`src/rtl/sevenseg_scan.sv`:
```
// Time-multiplexed scan controller for common-anode seven-segment digits.
// Double-buffered BCD value committed only on the frame wrap edge; leading-zero blanking optional.
module sevenseg_scan #(
  parameter int NDIGITS     = 4,
  parameter int REFRESH_DIV = 1000
) (
  input  logic                       clk,
  input  logic                       reset,
  input  logic                       load,
  input  logic [4*NDIGITS-1:0]       value,
  input  logic                       blank_lz,
  output logic [3:0]                 data,
  output logic [NDIGITS-1:0]         anode,
  output logic [$clog2(NDIGITS)-1:0] digit_idx,
  output logic                       frame_done,
  output logic                       pending
);
  localparam int IDXW = $clog2(NDIGITS);
  localparam int DIVW = (REFRESH_DIV > 1) ? $clog2(REFRESH_DIV) : 1;

  logic [DIVW-1:0]      div_q, div_d;
  logic [IDXW-1:0]      idx_q, idx_d;
  logic [4*NDIGITS-1:0] disp_q, disp_d;
  logic [4*NDIGITS-1:0] shadow_q, shadow_d;
  logic                 pending_q, pending_d;
  logic                 frame_done_q, frame_done_d;

  logic slot_end, wrap;

  assign slot_end = (div_q == DIVW'(REFRESH_DIV - 1));
  assign wrap     = slot_end && (idx_q == IDXW'(NDIGITS - 1));

  always_comb begin
    div_d        = slot_end ? '0 : div_q + DIVW'(1);
    idx_d        = idx_q;
    disp_d       = disp_q;
    shadow_d     = shadow_q;
    pending_d    = pending_q;
    frame_done_d = wrap;
    if (slot_end) idx_d = wrap ? '0 : idx_q + IDXW'(1);
    if (load) shadow_d = value;
    // A load landing on the wrap edge goes straight to the display and never pends.
    if (wrap) begin
      if (load)           disp_d = value;
      else if (pending_q) disp_d = shadow_q;
      pending_d = 1'b0;
    end else if (load) begin
      pending_d = 1'b1;
    end
  end

  always_ff @(posedge clk) begin
    if (reset) begin
      div_q        <= '0;
      idx_q        <= '0;
      disp_q       <= '0;
      shadow_q     <= '0;
      pending_q    <= 1'b0;
      frame_done_q <= 1'b0;
    end else begin
      div_q        <= div_d;
      idx_q        <= idx_d;
      disp_q       <= disp_d;
      shadow_q     <= shadow_d;
      pending_q    <= pending_d;
      frame_done_q <= frame_done_d;
    end
  end

  // upper_zero[k]: digit k and every digit above it are zero.
  logic [NDIGITS-1:0] upper_zero;
  logic               blank;

  always_comb begin
    upper_zero[NDIGITS-1] = (disp_q[4*(NDIGITS-1) +: 4] == 4'h0);
    for (int k = NDIGITS - 2; k >= 0; k--) begin
      upper_zero[k] = upper_zero[k+1] && (disp_q[4*k +: 4] == 4'h0);
    end
  end

  assign blank = blank_lz && (idx_q != '0) && upper_zero[idx_q];

  always_comb begin
    anode = '1;
    if (!blank) anode[idx_q] = 1'b0;
  end

  assign data       = disp_q[{idx_q, 2'b00} +: 4];
  assign digit_idx  = idx_q;
  assign frame_done = frame_done_q;
  assign pending    = pending_q;
endmodule

```
`config.mk`:
```
export PLATFORM = sky130hd
export DESIGN_NAME = sevenseg_scan
export DESIGN_NICKNAME = d
export VERILOG_FILES = /design/src/rtl/sevenseg_scan.sv
export SDC_FILE = /design/constraint.sdc
export NUM_CORES = 1
export LEC_CHECK = 0
export ABC_AREA = 1
export CAP_MARGIN = 10
export CORE_UTILIZATION = 48
export CTS_CLUSTER_DIAMETER = 30
export CTS_CLUSTER_SIZE = 10
export DETAILED_ROUTE_END_ITERATION = 10
export PLACE_DENSITY = 0.73
export SLEW_MARGIN = 20
export SYNTH_ARGS = -nofsm -noshare
export SYNTH_HDL_FRONTEND = slang
export SYNTH_SLANG_ARGS = --single-unit
```
`constraint.sdc`:
```
create_clock -name clk -period 1.95 [get_ports clk]
set_input_delay 0.585 -clock clk [delete_from_list [all_inputs] [get_ports clk]]
set_output_delay 0.585 -clock clk [all_outputs]
set_load 0.005 [all_outputs]
```
### Yosys cells after proc, flatten, opt, wreduce, memory -nomap -nowiden

Index checks and enable logic that the tools add are counted.

* add/sub/neg operators: 2
* shift-type cells: 1
* multiplexer cells: 8
* bitwise operators: 1
* reductions and logical operators: 16
* eq/ne operators: 2
* $lt $le $gt $ge: 2

Operators with widths (number)
* 16-bit 2-to-1 mux: 2
* 4-bit logical NOT: 4
* 16-bit by 5-bit variable part select with 4-bit output: 1
* 10-bit by 1-bit adder with 10-bit output (second input constant): 1
* 10-bit equality test (second input constant): 1
* 1-bit logical AND: 7
* 4-bit 2-to-1 mux: 1
* 4-bit inverter: 1
* 2-bit nonzero test: 2
* 2-bit OR reduction: 2
* 2-bit by 3-bit < comparator with 1-bit output (second input constant): 1
* 2-bit by 1-bit adder with 2-bit output (second input constant): 1
* 1-bit binary-select mux with 2-bit select: 1
* 1-bit demux with 2-bit select: 1
* 2-bit equality test (second input constant): 1
* 2-bit by 1-bit >= comparator with 1-bit output (second input constant): 1
* 1-bit 2-to-1 mux: 2
* 2-bit 2-to-1 mux: 1
* 2-bit AND reduction: 1

* output and inout bits: 12
* flip-flop bits (word level): 46
* logic and storage cells: 38
* input bits: 20

### Logic depth before layout (Yosys ltp)

* word-level depth: 8
* gate-level depth with buffers: 9

### Worst setup path before layout

OpenSTA, ideal clock, no wires.

* path type: reg2out
* from: register idx_q[0], in the netlist digit_idx[0]
* to: output port anode[1]
* arrival: 1.458 ns
* path buffers: 2
* stages on the path, launching flop included: 9
* slack: -0.093 ns
* path through: dfxtp_1 buf_4 inv_1 clkbuf_1 ha_1 nand3b_1 nor3_1 nand3_1 nand2_1

* word-level cells in the longest chain between the ends: 6

RTL lines
* from (decl): line 22 `logic [IDXW-1:0] idx_q, idx_d;`
* from (signal assigned): line 62 `idx_q <= idx_d;`
* 2-bit by 3-bit < comparator with 1-bit output (not written as such) / 2-bit by 1-bit >= comparator with 1-bit output (equally long branches): line 85 `if (!blank) anode[idx_q] = 1'b0;`
* 1-bit logical AND (not written as such): line 85
* 1-bit 2-to-1 mux (not written as such): line 85
* 1-bit demux with 2-bit select: line 85
* 4-bit inverter (no source line)
* 4-bit 2-to-1 mux (*): line 85
* to (decl): line 13 `output logic [NDIGITS-1:0] anode,`

Every way passes the cells marked *; elsewhere a longest branch is shown, timed or not. The select of a mux whose other input is x is not followed.

### Worst setup path after layout

* from: register idx_q[0], in the netlist digit_idx[0]
* to: output port anode[3]

Same word-level chain as after synthesis.

==> results.yml <==
logic_synthesis:
  portion_of_the_post_synthesis_area_used_by_sequential_elements: 0.434
  postSynthRegisterBits: 46
  synth.distinct_cells: 31
  synthDominantCellAreaShare: 0.434
  netlist_area_um2: 2120
  syn-instance-count: 300
  post_synth.cell_area_avg_um2: 7.08
  synthesis.yosys.warnings: 0
  netlist.top_cell.by_area: "dfxtp_1"
  yosys-top-cells-area: "dfxtp_1, nor2_1, nand2_1"
  synth_fp_nets: 326
global_routing:
  maximum_number_of_pins_on_one_net_before_global_route_repair: 33
  antenna_found_initial: 0
  global_route.usage.total: 0.221
  grt.overflow.total: 0
  grt_pass1_wl_um: 7620
  grt_pass1_vias: 1776
clock_network:
  clk_latency_ns: 0.30
  cell_at_the_root_of_the_clock_tree: "clkbuf_8"
  clock_sinks: 46
  cts-root-to-sink-buffers: 2
  htreeDepth: 2
  clk_transition_reported_paths_ns: 0.08
  cts-buffers-inserted: 5
  tritoncts: "done"
drt:
  wl_per_cell_um: 10.9
  routed_wl_um: 4380
  vias_per_cell: 4.82
  dr_total_vias: 1936
  drt.antenna.violating_nets: 0
  drcViolationCount: 0
  drt_first_iter_violations: 120
  drt-pass1-iter-count: 4
place:
  postPlaceCellArea_um2: 2630
  routabilityCongestion: 0.784
  placed_cells: 392
  dpl.hpwl_um: 3280
  numPortBuffers: 31
timing:
  timing.final.crit_period_ns: 2.16
  skew_ns: 0.00469
  grt_setup_unrepaired: "yes"
  final_min_period_over_clock_period: 1.11
  max_slew_margin: 0.794
  least_margin_pin_slew_ns: 0.305
  final-hold-violation-count: 0
  timing.setup.tns_ns: -0.497
  maxClockFrequency_ghz: 0.462
  finalSetupViolations: 3
  slew_viol_final: 0
  post-route-worst-setup-slack_ns: -0.213
worst_setup_path:
  worstReg2RegStart: "digit_idx[0]"
  max_fanout_on_critical_path: 3
  cp_endpoint: "anode[3]"
  cp-start-kind: "register"
  r2r-end: "disp_q[9]"
  critPathKind: "register to primary output"
  critPathRequiredTime_ns: 1.36
  arrival_ns: 1.58
  r2r_slack_ns: 0.34
  reg2regPathDepth: 8
  timing.critical_path.to_type: "primary output"
  crit_start: "digit_idx[0]"
power:
  maximum_vdd_drop_uv: 452
  fin_total_pwr_uw: 1800
  pwr_density_cell_nw_per_um2: 653
  cellLeakagePower_uw: 0.00126
layout:
  synthToLayoutAreaGrowth_pct: 29.5
  final-instance-count-excl-fill: 402
  finish.instance_area_um2: 2750
  mostFrequentLayoutCells: "nor2_1, nand2_1, dfxtp_1"
  drive_above_1_share: 0.173
  filler_cell_count: 369
  antenna_diodes: 0
  layout.cells.most_common: "nor2_1"
  design.final.nets: 377
  fin_util: 0.668
die:
  design.die.area_um2: 4690
  floorplan.die.width_um: 68.5
  floorplan.initialDensity: 0.516
  core_region_area_um2: 4120
  die_h_um: 68.5
  pin_count: 32
  rows: 23
min_path:
  hp-class: "register to register"
outcome:
  failing_checks: "negative setup slack"
  status: "complete, but fails checks"
flow_run:
  maxCapViolations: 0
## per-layer routing
layer	up-vias	global-route usage	wire (µm)	share of wire
li1	1061	-	-	-
met1	828	0.296	2280	0.52
met2	39	0.347	1880	0.43
met3	8	0.0345	161	0.037
met4	0	0.102	64	0.015
met5	-	0	0	0
## cell usage after synthesis
library cell	count
nor2_1	78
nand2_1	53
dfxtp_1	46
o21ai_0	27
inv_1	25
nand4_1	17
ha_1	6
nand3_1	5
clkbuf_1	4
nor3_1	4
o22ai_1	4
buf_1	3
buf_2	3
nor2_2	3
xor2_1	3
a21oi_1	2
buf_6	2
inv_2	2
buf_4	1
clkinv_1	1
clkinv_2	1
nand2_2	1
nand3_2	1
nand3b_1	1
nand4_2	1
nor2_4	1
nor3_2	1
nor3b_1	1
o21bai_1	1
or2_2	1
xnor2_1	1
## critical path, cell delays in order, from the launching register on
cell and delay (ns):
dfxtp_2 0.35, inv_2 0.05, ha_2 0.15, nand3b_1 0.18
nor3_2 0.15, nand3_2 0.11, buf_4 0.15, nand2_2 0.06
buf_6 0.09
## power by group
| part | switching, µW | internal [µW] |
|---|---|---|
| registers | 8.82 | 967 |
| clock network | 309 | 358 |
| logic | 77.4 | 74.8 |
## worst min path at each step
stage / start / to / slack, ns / cells past startpoint
after detailed placement: div_q[0] / div_q[0] / 0.46 / 1
after floorplan: div_q[0] / div_q[0] / 0.42 / 1
final: div_q[0] / div_q[0] / 0.47 / 1
after global routing: div_q[0] / div_q[0] / 0.50 / 1
after CTS: div_q[0] / div_q[0] / 0.48 / 1
after global placement: div_q[0] / div_q[0] / 0.43 / 1
## sequential cells by signal, indices dropped and copies added, names as in the netlist
signal / flops
pending: 1
frame_done: 1
div_q: 10
disp_q: 16
shadow_q: 16
digit_idx: 2
## cell families after synthesis
| logic type | synth area share |
|---|---|
| compound gates | 0.0837 |
| flops | 0.434 |
| fa+ha+maj | 0.0354 |
| simple gates | 0.345 |
| xor+xnor | 0.0165 |
| buf+inv | 0.0854 |
## through the flow
stage          hold slack [ns]  setup slack, ns
2_1_floorplan            0.418           0.0168
3_3_place_gp             0.430           -0.652
3_5_place_dp             0.462           -0.654
4_1_cts                  0.478           -0.251
6_report                 0.469           -0.213
5_1_grt                  0.501           -0.326
## layout make-up
cell class | count | area (µm²) | share of cell area
clock buffers | 8 | 110 | 0.0401
flip-flops and latches | 46 | 923 | 0.336
repair buffers | 57 | 507 | 0.184
well taps | 50 | 62.6 | 0.0228
inverters | 29 | 110 | 0.0401
multi-input cells | 212 | 1040 | 0.377
## timing repair
item	CTS	global route
endpoints found under the setup margin	8	8
pin swaps	4	3
cloned	0	0
setup buffers	3	0
hold endpoints to repair	0	0
gates resized for setup	28	12
hold buffers	0	0
(Power assumes the default switching activity.)
